<file path="src/rtl/motor_pkg.sv">
// Shared direction codes, FSM state encoding and command payload for the motor sequencer.
package motor_pkg;

   localparam int unsigned PWM_W = 8;

   localparam logic [1:0] DIR_COAST = 2'b00;
   localparam logic [1:0] DIR_REV   = 2'b01;
   localparam logic [1:0] DIR_FWD   = 2'b10;
   localparam logic [1:0] DIR_BRAKE = 2'b11;

   typedef enum logic [1:0] {
      ST_DISARMED = 2'd0,
      ST_RUN      = 2'd1,
      ST_DEAD     = 2'd2
   } state_t;

   typedef struct packed {
      logic [1:0]       dir;
      logic [PWM_W-1:0] duty;
   } motor_cmd_t;

   function automatic logic is_drive(input logic [1:0] d);
      return (d == DIR_REV) || (d == DIR_FWD);
   endfunction

   function automatic logic is_reversal(input logic [1:0] cur, input logic [1:0] nxt);
      return is_drive(cur) && is_drive(nxt) && (cur != nxt);
   endfunction

endpackage

</file>
<file path="src/rtl/motor_dir_sequencer_pwm_gen.sv">
// PWM carrier: prescaler, 8-bit period counter, period-boundary strobe and duty compare.
module pwm_gen
   import motor_pkg::*;
#(
   parameter int unsigned PWM_DIV = 4
) (
   input  logic             clk,
   input  logic             rst_n,
   input  logic             en,
   input  logic [PWM_W-1:0] duty_eff,
   output logic             pwm_out,
   output logic             wrap
);

   localparam int unsigned PRE_W = (PWM_DIV > 1) ? $clog2(PWM_DIV) : 1;

   logic [PRE_W-1:0] pre_q, pre_nx;
   logic [PWM_W-1:0] cnt_q, cnt_nx;

   always_comb begin
      pre_nx = pre_q;
      cnt_nx = cnt_q;
      if (pre_q == PRE_W'(PWM_DIV - 1)) begin
         pre_nx = '0;
         cnt_nx = cnt_q + 1'b1;
      end else begin
         pre_nx = pre_q + 1'b1;
      end
   end

   // wrap is high during the last prescale cycle of count 255, so a duty loaded
   // on it governs the whole next period including slot 0.
   always_ff @(posedge clk or negedge rst_n) begin
      if (!rst_n) begin
         pre_q   <= '0;
         cnt_q   <= '0;
         wrap    <= 1'b0;
         pwm_out <= 1'b0;
      end else begin
         pre_q   <= pre_nx;
         cnt_q   <= cnt_nx;
         wrap    <= (pre_nx == PRE_W'(PWM_DIV - 1)) && (cnt_nx == '1);
         pwm_out <= en && (cnt_q < duty_eff);
      end
   end

endmodule

</file>
<file path="src/rtl/motor_dir_sequencer.sv">
// Motor direction sequencer: arming, command handshake, reversal dead-time and watchdog.
// Optional MOTOR_RAMP_EN: duty_eff ramps by one step per PWM period toward the target.
module motor_dir_sequencer
   import motor_pkg::*;
#(
   parameter int unsigned PWM_DIV     = 4,
   parameter int unsigned DEAD_CYCLES = 500,
   parameter int unsigned WDOG_CYCLES = 5000000
) (
   input  logic             clk_50M,
   input  logic             rst_n,
   input  logic             key,
   input  logic             cmd_valid,
   output logic             cmd_ready,
   input  logic [1:0]       cmd_dir,
   input  logic [PWM_W-1:0] cmd_duty,
   output logic             m1a1,
   output logic             m1b1,
   output logic             pwm_out,
   output logic             armed,
   output logic             wdog_timeout
);

   localparam int unsigned DEAD_W = $clog2(DEAD_CYCLES + 1);
   localparam int unsigned WDOG_W = $clog2(WDOG_CYCLES + 1);

   state_t           state_q, state_nx;
   logic [1:0]       dir_q, dir_nx;
   motor_cmd_t       pend_q, pend_nx;
   logic [PWM_W-1:0] target_q, target_nx;
   logic [PWM_W-1:0] duty_eff_q, duty_eff_nx;
   logic [DEAD_W-1:0] dead_q, dead_nx;
   logic [WDOG_W-1:0] wdog_q, wdog_nx;
   logic             ready_nx, armed_nx, timeout_nx;
   logic             key_meta, key_sync, key_prev;
   logic             key_rise_c, cmd_acc_c, drive_en_c, wrap;

   assign key_rise_c = key_sync & ~key_prev;
   assign cmd_acc_c  = cmd_valid & cmd_ready;
   assign drive_en_c = is_drive(dir_nx);
   assign m1a1       = dir_q[1];
   assign m1b1       = dir_q[0];

   always_ff @(posedge clk_50M or negedge rst_n) begin
      if (!rst_n) begin
         key_meta <= 1'b0;
         key_sync <= 1'b0;
         key_prev <= 1'b0;
      end else begin
         key_meta <= key;
         key_sync <= key_meta;
         key_prev <= key_sync;
      end
   end

   always_comb begin
      state_nx    = state_q;
      dir_nx      = dir_q;
      pend_nx     = pend_q;
      target_nx   = target_q;
      duty_eff_nx = duty_eff_q;
      dead_nx     = dead_q;
      wdog_nx     = wdog_q;
      armed_nx    = armed;
      timeout_nx  = wdog_timeout;

      // Duty only changes at a period boundary so no runt pulses appear.
      if (wrap) begin
`ifdef MOTOR_RAMP_EN
         if (state_q != ST_DEAD) begin
            if (duty_eff_q < target_q) begin
               duty_eff_nx = duty_eff_q + 1'b1;
            end else if (duty_eff_q > target_q) begin
               duty_eff_nx = duty_eff_q - 1'b1;
            end
         end
`else
         duty_eff_nx = target_q;
`endif
      end

      case (state_q)
         ST_DISARMED: begin
            if (key_rise_c) begin
               state_nx = ST_RUN;
               armed_nx = 1'b1;
               wdog_nx  = WDOG_W'(WDOG_CYCLES);
            end
         end
         ST_RUN: begin
            if (cmd_acc_c) begin
               if (is_reversal(dir_q, cmd_dir)) begin
                  dir_nx       = DIR_COAST;
                  pend_nx.dir  = cmd_dir;
                  pend_nx.duty = cmd_duty;
                  dead_nx      = DEAD_W'(DEAD_CYCLES);
                  state_nx     = ST_DEAD;
`ifdef MOTOR_RAMP_EN
                  duty_eff_nx  = '0;
`endif
               end else begin
                  dir_nx    = cmd_dir;
                  target_nx = cmd_duty;
               end
            end
         end
         ST_DEAD: begin
            if (dead_q == DEAD_W'(1)) begin
               dir_nx    = pend_q.dir;
               target_nx = pend_q.duty;
               dead_nx   = '0;
               state_nx  = ST_RUN;
            end else begin
               dead_nx = dead_q - 1'b1;
            end
         end
         default: state_nx = ST_DISARMED;
      endcase

      // Watchdog: an accept on the expiry cycle reloads and wins over the timeout.
      if (state_q != ST_DISARMED) begin
         if (cmd_acc_c) begin
            wdog_nx    = WDOG_W'(WDOG_CYCLES);
            timeout_nx = 1'b0;
         end else if (wdog_q != '0) begin
            wdog_nx = wdog_q - 1'b1;
            if (wdog_q == WDOG_W'(1)) begin
               dir_nx      = DIR_COAST;
               duty_eff_nx = '0;
               dead_nx     = '0;
               timeout_nx  = 1'b1;
               state_nx    = ST_RUN;
            end
         end
      end

      ready_nx = (state_nx == ST_RUN);
   end

   always_ff @(posedge clk_50M or negedge rst_n) begin
      if (!rst_n) begin
         state_q      <= ST_DISARMED;
         dir_q        <= DIR_COAST;
         pend_q       <= '0;
         target_q     <= '0;
         duty_eff_q   <= '0;
         dead_q       <= '0;
         wdog_q       <= '0;
         cmd_ready    <= 1'b0;
         armed        <= 1'b0;
         wdog_timeout <= 1'b0;
      end else begin
         state_q      <= state_nx;
         dir_q        <= dir_nx;
         pend_q       <= pend_nx;
         target_q     <= target_nx;
         duty_eff_q   <= duty_eff_nx;
         dead_q       <= dead_nx;
         wdog_q       <= wdog_nx;
         cmd_ready    <= ready_nx;
         armed        <= armed_nx;
         wdog_timeout <= timeout_nx;
      end
   end

   pwm_gen #(
      .PWM_DIV (PWM_DIV)
   ) u_pwm_gen (
      .clk      (clk_50M),
      .rst_n    (rst_n),
      .en       (drive_en_c),
      .duty_eff (duty_eff_q),
      .pwm_out  (pwm_out),
      .wrap     (wrap)
   );

endmodule

</file>
<file path="config.mk">
export PLATFORM = sky130hd
export DESIGN_NAME = motor_dir_sequencer
export DESIGN_NICKNAME = d
export VERILOG_FILES = /design/src/rtl/motor_pkg.sv /design/src/rtl/motor_dir_sequencer_pwm_gen.sv /design/src/rtl/motor_dir_sequencer.sv
export SDC_FILE = /design/constraint.sdc
export NUM_CORES = 1
export LEC_CHECK = 0
export ABC_AREA = 1
export ABC_CLOCK_PERIOD_IN_PS = 3500
export BUFFER_PORTS_ARGS = -buffer_cell sky130_fd_sc_hd__buf_4
export CORE_ASPECT_RATIO = 0.7
export CORE_UTILIZATION = 60
export CTS_BUF_LIST = sky130_fd_sc_hd__clkbuf_8 sky130_fd_sc_hd__clkbuf_16
export DETAILED_ROUTE_END_ITERATION = 10
export PLACE_DENSITY = 0.78
export SYNTH_ARGS = -nofsm -noshare
export SYNTH_HDL_FRONTEND = slang
export SYNTH_HIERARCHICAL = 1
export SYNTH_SLANG_ARGS = --single-unit
</file>
<file path="constraint.sdc">
create_clock -name clk_50M -period 3.5 [get_ports clk_50M]
set_input_delay 0 -clock clk_50M [delete_from_list [all_inputs] [get_ports clk_50M]]
set_output_delay 0 -clock clk_50M [all_outputs]
set_load 0.05 [all_outputs]
</file>
==> flow_metrics.py, run 1 <==
metrics = {
    "run_status": {
        "status": "complete, no violations",
    },
    "clock_tree": {
        "clk_pin_slew_worst_paths_ps": 60,
        "clock-sinks": 80,
        "numCtsBuffers": 9,
        "cts_tree": "built",
        "clock_path_buffers": 2,
        "clk_latency_ps": 340,
        "clock-root-buffer": "clkbuf_16",
        "postCtsSetupRepairBufs": 0,
        "cts_max_level": 3,
    },
    "grt": {
        "grtUsageTotal_pct": 31.1,
        "grt_pass1_vias": 4042,
        "antenna_found_initial": 0,
        "grt_overflow": 0,
        "grt_max_degree": 81,
        "grt_pass1_wl_um": 19500,
    },
    "hold_path": {
        "hp-start": "cmd_duty[6]",
        "min_path_type": "input port to register",
    },
    "setup_path": {
        "cp.arrival_ps": 2620,
        "crit_chain": "inv_1, ha_1, o21ai_4, nand2_1, nand2_1, nand2_1, nand3_1, nand2_1, inv_1, a211oi_1, o21ai_0, a21oi_1",
        "crit_required_ps": 3760,
        "reg2reg_from": "state_q[0]",
        "worst_path_most_repeated_cell": "nand2_1",
        "slowest_stage": "ha_1",
        "critPathBufInv": 2,
        "crit_fanout": 23,
        "crit_type": "register to register",
        "cp-startpoint": "state_q[0]",
        "cp-end-kind": "register",
        "cpLargestDelayFamily": "adder cells",
        "critPathLaunchType": "register",
        "critPathMaxStageDelay_ps": 720,
    },
    "synthesis": {
        "synth.avg_cell_area_um2": 7.55,
        "yosysSeqAreaShare_pct": 42.0,
        "ys_warn_count": 6,
        "synth_edf_count": 0,
        "synth_area_um2": 4770,
        "synthArstFlopShare_pct": 100,
        "synth_flop_cell": "dfrtp_1",
        "syn_nets": 665,
        "synth_seq_cells": 80,
        "ys_types": 40,
        "synthCells": 632,
    },
    "die": {
        "num_rows": 26,
        "io_pins": 20,
        "start_util_pct": 63.8,
        "die_h_um": 76.6,
        "die_area_um2": 8320,
        "placeableCoreArea_um2": 7480,
        "die_x_um": 109,
    },
    "timing": {
        "setup_tns_ps": 0,
        "rsz0062_at_grt": "no",
        "timing.slew.headroom_pct": 32.2,
        "finalCritPeriodShare_pct": 67.2,
        "fmax_ghz": 0.425,
        "fin_crit_ps": 2350,
        "hold_violations": 0,
        "final-setup-viol-count": 0,
        "worst_pin_slew_ps": 1020,
        "drv_slew": 0,
        "skew_ps": 3.54,
    },
    "route": {
        "antenna_left": 0,
        "vias": 4192,
        "wl_per_cell_um": 14.9,
        "dr.pass1.iters": 5,
        "drc_errors": 0,
        "wirelength_um": 11400,
        "drt_iter0_drc": 308,
        "viasPerCell": 5.49,
    },
    "finish": {
        "nets": 694,
        "final_layout_size_suffix_gt1_share_pct": 11.7,
        "final_cell_mix": "155 x nand2_1, 87 x inv_1, 80 x dfrtp_1",
        "n_antenna_cell": 0,
        "final_area_um2": 5370,
        "syn_to_final_growth_pct": 12.6,
        "mostFrequentLayoutCell": "nand2_1",
    },
    "placed_design": {
        "place_congestion": 0.971,
        "port-buffer-count": 19,
        "hpwl_um": 8540,
        "placed_area_um2": 4970,
    },
    "run": {
        "maxCapViolCount": 0,
    },
    "pwr": {
        "peakVddDrop_mv": 0.343,
        "p_leak_nw": 2.71,
        "power_density_nw_per_um2": 355,
    },
}
## cells by family after synthesis
kind of cell / Yosys count / synth area share [%]
AND/OR/NAND/NOR: 335 / 32.3
buffers and inverters: 103 / 8.65
AO/OA/AOI/OAI: 85 / 10.2
flip-flops: 80 / 42.0
adder cells (fa/ha/maj): 19 / 4.98
XOR/XNOR: 10 / 1.84
## synth_stat cells (2+ instances only)
cell / instances / area, µm²
nand3b_1: 5 / 37.5
nor3_2: 2 / 20.0
o21ai_0: 32 / 160
xor2_1: 10 / 87.6
inv_1: 86 / 323
nor2_2: 10 / 62.6
dfrtp_1: 80 / 2000
a31oi_1: 2 / 12.5
inv_4: 2 / 12.5
nor2_4: 6 / 67.6
nand3_1: 43 / 215
a21oi_1: 31 / 155
ha_1: 19 / 238
nor2_1: 74 / 278
nand3_2: 2 / 20.0
buf_6: 2 / 22.5
a21oi_2: 2 / 17.5
nand2_2: 12 / 75.1
nor3_1: 6 / 30.0
o31ai_1: 3 / 22.5
o21a_1: 8 / 60.1
inv_2: 3 / 11.3
nand4_1: 15 / 93.8
buf_1: 2 / 7.51
clkbuf_1: 2 / 7.51
nand2_1: 155 / 582
buf_2: 5 / 25.0
## worst paths after layout
| kind | end | slack, ps | depth (start not counted) |
|---|---|---|---|
| max in group asynchronous | wdog_q[5] | 2470 | 2 |
| max reg2reg | u_pwm_gen/pwm_out | 1150 | 12 |
| min in group asynchronous | wdog_q[19] | 350 | 2 |
| min | pend_q[6] | 2 | 3 |
| min reg2reg | key_sync | 350 | 0 |
| max | u_pwm_gen/pwm_out | 1150 | 12 |
## timing repair
action / 4_1_cts / 5_1_grt
endpoints found under the hold margin: 89 / 0
hold buffers: 10 / 0
gates resized for setup: 0 / 0
## layer usage
metal  track usage, %  vias up  share of wire [%]
li1                 -     2078                  -
met1             46.9     1964                 49
met2             43.4      137                 41
met3             8.90       13                8.1
met4             8.11        0                1.1
met5                0        -                  0
## registers in the layout, indices dropped and copies added, names as in the netlist, 2 cells and up
| signal | flops |
|---|---|
| u_pwm_gen/pre_q | 2 |
| dir_q | 2 |
| duty_eff_q | 8 |
| target_q | 8 |
| dead_q | 9 |
| u_pwm_gen/cnt_q | 8 |
| pend_q | 10 |
| state_q | 2 |
| wdog_q | 23 |
## stage by stage
stage	hold WS, ps	setup WS (ps)	power, mW	instances	utilization (%)
after floorplan	-296	1600	0.950	632	-
after global routing	2.15	823	1.97	764	71.8
after detailed placement	114	1170	0.982	738	66.5
after global placement	111	1340	0.982	738	66.5
after CTS	1.11	1150	1.93	764	71.8
final	1.63	1150	1.91	764	71.8
## power by group
| group | switching, mW | internal [mW] | total [mW] | leakage (nW) |
|---|---|---|---|---|
| clock network | 0.369 | 0.567 | 0.936 | 0.150 |
| logic | 0.0275 | 0.0181 | 0.0457 | 1.62 |
| registers | 0.000824 | 0.927 | 0.928 | 0.943 |
## worst register-to-register path, delay by kind of cell, from the launching register on
kind	cells	cell delay, ps
AO/OA/AOI/OAI	4	580
adder cells (fa/ha/maj)	1	720
buffers and inverters	2	130
flip-flops	1	400
AND/OR/NAND/NOR	5	440
## layout make-up
cell class | instances | area, µm²
fill | 616 | 2110
inverter | 92 | 350
timing repair buffer | 29 | 243
clock buffer | 10 | 239
multi-input combinational | 449 | 2360
sequential | 80 | 2000
clock inverter | 6 | 60.1
tap | 98 | 123
No activity file was read; power rests on OpenSTA's default activity.
==> inputs of run 2 (changes only) <==
--- a/config.mk
+++ b/config.mk
@@ -6,7 +6,7 @@
 export NUM_CORES = 1
 export LEC_CHECK = 0
 export ABC_AREA = 1
-export ABC_CLOCK_PERIOD_IN_PS = 3500
+export ABC_CLOCK_PERIOD_IN_PS = 2400
 export BUFFER_PORTS_ARGS = -buffer_cell sky130_fd_sc_hd__buf_4
 export CORE_ASPECT_RATIO = 0.7
 export CORE_UTILIZATION = 60
==> constraint.sdc (replaced) <==
create_clock -name clk_50M -period 2.4 [get_ports clk_50M]
set_input_delay 0 -clock clk_50M [delete_from_list [all_inputs] [get_ports clk_50M]]
set_output_delay 0 -clock clk_50M [all_outputs]
set_load 0.05 [all_outputs]
==> run 2 against run 1 <==
Compared with the run above:
- final area increased by 1.0%
- sequential power increased by 45%
- sequential share of layout area is 0.37 points lower
- core utilization rose by 0.72 points
- register-to-register slack lost 870 ps
- global-route usage decreased by 0.75 points
- clock power up 41%
- clock-buffer cell count down 1
- via count rose by 1.9%
- power rose by 44%
- final cell count rose by 1.0%
==> flow_metrics.py, run 2 (synthesis results as in run 1) <==
metrics = {
    "setup_path": {
        "crit_fanout": 6,
        "slowest_stage": "dfrtp_1",
        "critPathMaxStageDelay_ps": 410,
        "critPathLaunchType": "register",
        "r2r_slack_ps": 270,
        "cp-end-kind": "register",
        "crit_required_ps": 2660,
        "critPathBufInv": 3,
        "crit_chain": "inv_1, ha_1, inv_1, nor3b_1, nand3_1, nand2_1, nand2_1, nand2_1, nand3_1, nand2_1, inv_1, a211oi_1, o21ai_0, a21oi_1",
        "cpLargestDelayFamily": "simple AND/OR/NAND/NOR gates",
        "cp.arrival_ps": 2390,
        "worst_path_most_repeated_cell": "nand2_1",
        "crit_type": "register to register",
    },
    "route": {
        "drt_iter0_drc": 373,
        "drc_errors": 0,
        "wl_per_cell_um": 14.7,
        "vias": 4270,
        "wirelength_um": 11400,
        "antenna_left": 0,
        "dr.pass1.iters": 5,
        "viasPerCell": 5.53,
    },
    "finish": {
        "n_antenna_cell": 0,
        "mostFrequentLayoutCell": "nand2_1",
        "stdcell_count": 772,
        "final_cell_mix": "155 x nand2_1, 86 x inv_1, 80 x dfrtp_1",
        "largestRegisters": "wdog_q x23, pend_q x10, dead_q x9",
        "syn_to_final_growth_pct": 13.7,
        "nets": 702,
        "top_register": "wdog_q",
        "fin_util_pct": 72.5,
        "final_layout_size_suffix_gt1_share_pct": 12.6,
        "largest_reg_flops": 23,
    },
    "clock_tree": {
        "cts_max_level": 3,
        "clock-sinks": 80,
        "clock_path_buffers": 2,
        "clk_pin_slew_worst_paths_ps": 70,
        "cts_tree": "built",
        "clk_latency_ps": 340,
        "clock-root-buffer": "clkbuf_16",
        "cts_resized": 0,
        "numCtsBuffers": 9,
    },
    "timing": {
        "drv_slew": 0,
        "fin_crit_ps": 2130,
        "hold_violations": 0,
        "worst_pin_slew_ps": 1000,
        "final-setup-viol-count": 0,
        "setup_ws_ps": 273,
        "skew_ps": 8.94,
        "rsz0062_at_grt": "no",
        "setup_tns_ps": 0,
        "fmax_ghz": 0.470,
        "timing.slew.headroom_pct": 33.3,
        "finalCritPeriodShare_pct": 88.6,
        "holdWs_ps": 236,
    },
    "grt": {
        "grt_max_degree": 81,
        "grt_overflow": 0,
        "grt_pass1_vias": 4044,
        "grtUsageTotal_pct": 30.3,
        "grt_pass1_wl_um": 19300,
        "antenna_found_initial": 0,
    },
    "die": {
        "die_h_um": 76.6,
        "die_area_um2": 8320,
        "num_rows": 26,
        "die_x_um": 109,
        "placeableCoreArea_um2": 7480,
        "io_pins": 20,
        "start_util_pct": 63.8,
    },
    "pwr": {
        "peakVddDrop_mv": 0.568,
        "p_leak_nw": 2.74,
        "power_density_nw_per_um2": 505,
    },
    "placed_design": {
        "pre_cts_ws_ps": 361,
        "hpwl_um": 8400,
        "port-buffer-count": 19,
        "dp_cells": 744,
        "place_congestion": 0.974,
    },
    "hold_path": {
        "min_path_type": "input port to register",
    },
    "run_status": {
        "status": "complete, no violations",
    },
    "run": {
        "maxCapViolCount": 0,
    },
}
-- run 2: changes by cell type in the layout (fill, tap and decap cells not counted), sizes merged --
cell         previous run  this run
bufinv                  1         0
buf                    19        25
clkinv                  4         3
clkbuf                 10         9
clkinvlp                1         0
dlygate4sd3            10        12
inv                    92        96
-- run 2: final timing paths --
check                                start           endpoint  depth (start not counted)
worst max-delay path            state_q[1]  u_pwm_gen/pwm_out                         14
worst min-delay path             cmd_valid         wdog_q[12]                          4
worst max register to register  state_q[1]  u_pwm_gen/pwm_out                         14
worst min register to register    key_meta           key_sync                          0
max in group asynchronous            rst_n      duty_eff_q[4]                          2
min in group asynchronous            rst_n         wdog_q[20]                          2
-- run 2: tightest hold or removal path: stages --
cell	delay [ps]
buf_4	90
nand2_2	210
nand4_1	180
nand2_1	50
-- run 2: metal layers --
| metal | up-vias | GRT usage (%) | wire [µm] | share of wire [%] |
|---|---|---|---|---|
| met5 | - | 0 | 0 | 0 |
| met4 | 0 | 7.30 | 131 | 1.2 |
| met3 | 19 | 11.6 | 1120 | 9.9 |
| met2 | 182 | 40.9 | 4580 | 40 |
| met1 | 1969 | 45.4 | 5540 | 49 |
| li1 | 2100 | - | - | - |
-- run 2: power by group --
part	internal, mW	total [mW]	leakage (nW)	switching (mW)
clock network	0.726	1.32	0.145	0.594
logic	0.0286	0.0681	1.66	0.0395
registers	1.35	1.35	0.943	0.00131
total	2.11	2.74	2.74	0.635
-- run 2: through the flow --
step / area, µm² / total power [mW]
after floorplan: 4770 / 1.39
after global placement: 5020 / 1.43
after detailed placement: 5020 / 1.43
after CTS: 5430 / 2.77
after global routing: 5430 / 2.84
final: 5430 / 2.74
-- run 2: final cells by class --
type | instances | area [µm²]
Tap cell | 98 | 123
Fill cell | 599 | 2060
Sequential cell | 80 | 2000
Clock buffer | 9 | 225
Multi-Input combinational cell | 449 | 2360
Clock inverter | 7 | 62.6
Inverter | 92 | 350
Timing Repair Buffer | 37 | 308
-- run 2: what timing repair did --
item,4_1_cts,5_1_grt
buffers inserted,0,0
hold buffers,12,0
setup endpoints to repair,0,0
endpoints found under the hold margin,91,0
==> inputs of run 3 (changes only) <==
--- a/config.mk
+++ b/config.mk
@@ -5,7 +5,6 @@
 export SDC_FILE = /design/constraint.sdc
 export NUM_CORES = 1
 export LEC_CHECK = 0
-export ABC_AREA = 1
 export ABC_CLOCK_PERIOD_IN_PS = 2400
 export BUFFER_PORTS_ARGS = -buffer_cell sky130_fd_sc_hd__buf_4
 export CORE_ASPECT_RATIO = 0.7
==> run 3 against run 2 <==
Compared with the run above:
- sequential share of layout area rose by 2.7 points
- core utilization increased by 1.0 points
- area after synthesis shrank 8.6%
- global-route usage is 2.6 points lower
- via count is 18% lower
- worst hold slack worse by 91 ps
- clock skew increased by 6.6 ps
- synthesized cell count fell by 29%
- critical endpoint unchanged
- highest routed layer unchanged
==> flow_metrics.py, run 3 <==
metrics = {
    "timing": {
        "drv_slew": 0,
        "final-setup-viol-count": 0,
        "fmax_ghz": 0.431,
        "skew_ps": 15.6,
        "finalCritPeriodShare_pct": 96.8,
        "worst_pin_slew_ps": 1000,
        "timing.slew.headroom_pct": 33.1,
        "rsz0062_at_grt": "yes",
        "fin_crit_ps": 2320,
        "setup_ws_ps": 77.8,
        "hold_violations": 0,
    },
    "pwr": {
        "p_leak_nw": 2.34,
        "clock_power_share_pct": 27.5,
        "internal_power_mw": 2.57,
        "power_switching_share_pct": 34.6,
        "seq_power_share_pct": 43.5,
        "peakVddDrop_mv": 0.433,
        "switching_power_mw": 1.36,
        "p_comb_share_pct": 29.0,
        "power_density_nw_per_um2": 777,
    },
    "setup_path": {
        "crit_type": "register to register",
        "cp-end-kind": "register",
        "crit_required_ps": 2630,
        "cp.arrival_ps": 2550,
        "crit_fanout": 4,
        "crit_chain": "inv_2, ha_4, or4b_4, o21ai_4, a21boi_2, a311oi_2, xnor2_1, nor2_1, nor2b_2, o21ai_1, a21oi_1",
        "critPathLaunchType": "register",
        "slowest_stage": "or4b_4",
        "critPathMaxStageDelay_ps": 510,
    },
    "synthesis": {
        "synth_common_cells": "80 x dfrtp_1, 61 x nor2_1, 49 x nand2_1",
        "yosys-top-cells-area": "dfrtp_1 46%, ha_1 5.5%, nor2_1 5.2%",
        "synth_edf_count": 0,
        "synth_seq_cells": 80,
        "synthArstFlopShare_pct": 100,
        "yosysSeqAreaShare_pct": 45.9,
        "yosysTopAreaCell": "dfrtp_1",
        "syn_nets": 481,
        "synth.avg_cell_area_um2": 9.74,
        "synthCells": 448,
        "post-synth-top-count-cell": "dfrtp_1",
        "synth_top_area_share_pct": 45.9,
        "ys_warn_count": 6,
        "synth_area_um2": 4360,
        "synth_flop_cell": "dfrtp_1",
        "ys_types": 61,
    },
    "clock_tree": {
        "clk_latency_ps": 350,
        "cts_max_level": 3,
        "clock-root-buffer": "clkbuf_8",
        "clk_pin_slew_worst_paths_ps": 80,
        "clock-sinks": 80,
        "numCtsBuffers": 9,
        "cts_tree": "built",
        "clock_path_buffers": 2,
    },
    "grt": {
        "grtUsageTotal_pct": 27.8,
        "grt_pass1_wl_um": 16400,
        "grt_overflow": 0,
        "grt_pass1_vias": 3427,
        "antenna_found_initial": 0,
        "grt_max_degree": 81,
    },
    "die": {
        "start_util_pct": 63.4,
        "die_area_um2": 7620,
        "die_h_um": 73.3,
        "die_x_um": 104,
        "num_rows": 25,
        "placeableCoreArea_um2": 6880,
        "io_pins": 20,
    },
    "route": {
        "drt_iter0_drc": 240,
        "antenna_left": 0,
        "dr.pass1.iters": 4,
        "viasPerCell": 5.90,
        "vias": 3498,
        "wl_per_cell_um": 16.5,
        "wirelength_um": 9810,
        "drc_errors": 0,
    },
    "finish": {
        "fin_util_pct": 73.6,
        "n_antenna_cell": 0,
        "largest_reg_flops": 23,
        "multi_input_area_um2": 2250,
        "mostFrequentLayoutCell": "dfrtp_1",
        "largestRegisters": "wdog_q x23, pend_q x10, dead_q x9",
        "register_area_um2": 2000,
        "top_register": "wdog_q",
        "final_cell_mix": "80 x dfrtp_1, 60 x nor2_1, 49 x nand2_1",
        "fill_cells": 513,
        "nets": 527,
        "syn_to_final_growth_pct": 16.1,
        "final_layout_size_suffix_gt1_share_pct": 17.4,
    },
    "run_status": {
        "status": "complete, no violations",
    },
    "hold_path": {
        "min_path_type": "input port to register",
    },
    "placed_design": {
        "port-buffer-count": 19,
        "hpwl_um": 6790,
        "place_congestion": 0.932,
        "pre_cts_ws_ps": 10.0,
    },
    "run": {
        "maxCapViolCount": 0,
    },
}
## run 3: changes by cell type after synthesis, sizes merged, moves of 7 or more
cell,before,now
nand2,168,50
nand2b,0,7
nor2,91,61
nand3,45,12
mux2,0,10
a21oi,33,19
inv,91,20
mux2i,0,17
xnor2,0,9
## run 3: final cells by class
class | instances | area share, %
Multi-Input combinational cell | 334 | 44.5
Inverter | 20 | 1.48
Sequential cell | 80 | 39.5
Clock buffer | 9 | 2.45
Timing Repair Buffer | 49 | 7.81
Tap cell | 94 | 2.32
Clock inverter | 7 | 1.88
## run 3: worst max-delay path: cells and delay by family, from the launching register on
family          cells  cell delay (ps)
compound gates      5              690
flops               1              410
xor+xnor            1              170
buf+inv             1               90
simple gates        3              710
fa+ha+maj           1              130
## run 3: power groups by stage
stage | Sequential (mW) | Combinational, mW | Clock (mW)
after floorplan | 1.78 | 0.656 | 0
after global placement | 1.72 | 1.03 | 0
after detailed placement | 1.73 | 1.06 | 0
after CTS | 1.71 | 1.10 | 1.10
after global routing | 1.73 | 1.25 | 1.16
final | 1.71 | 1.14 | 1.08
## run 3: per-layer routing
metal,GRT usage (%),vias up,share of wire (%)
met5,0,-,0
met4,7.30,0,1.4
met3,7.28,17,5.3
met2,44.6,118,46
met1,38.0,1696,48
li1,-,1667,-
## run 3: path summary, 6_finish.rpt
check / from / end / slack [ps] / depth (start not counted)
hold / removal: cmd_valid / wdog_q[15] / 150 / 5
max in group asynchronous: rst_n / pend_q[7] / 1390 / 2
setup reg to reg: dead_q[1] / u_pwm_gen/pwm_out / 80 / 11
hold reg to reg: key_meta / key_sync / 350 / 0
setup / recovery: dead_q[1] / u_pwm_gen/pwm_out / 80 / 11
min in group asynchronous: rst_n / wdog_q[17] / 350 / 2
## run 3: timing repair
action,in CTS,in global routing
gates resized for setup,1,8
pin swaps,1,5
buffers inserted,1,4
endpoints found under the hold margin,99,0
hold buffers,11,0
setup endpoints to repair,1,19
## run 3: logic make-up (layout without fill, tap and decap cells)
logic type / Yosys count / in the layout / synth area share (%)
XOR/XNOR: 18 / 18 / 3.61
AND/OR/NAND/NOR: 184 / 184 / 22.8
multiplexers: 27 / 27 / 6.48
flip-flops: 80 / 80 / 45.9
AO/OA/AOI/OAI: 86 / 86 / 12.5
buffers and inverters: 34 / 85 / 3.24
adder cells (fa/ha/maj): 19 / 19 / 5.45
## run 3: stage by stage
stage               cell area (µm²)  instances  power (mW)  hold WS, ps  TNS (ps)
global placement               4660        561        2.75          109         0
detailed placement             4660        561        2.80          111         0
global route                   5060        593        4.14          178     -73.3
floorplan                      4360        448        2.44         -296         0
CTS                            5000        589        3.90          129         0
finish                         5060        593        3.93          145         0
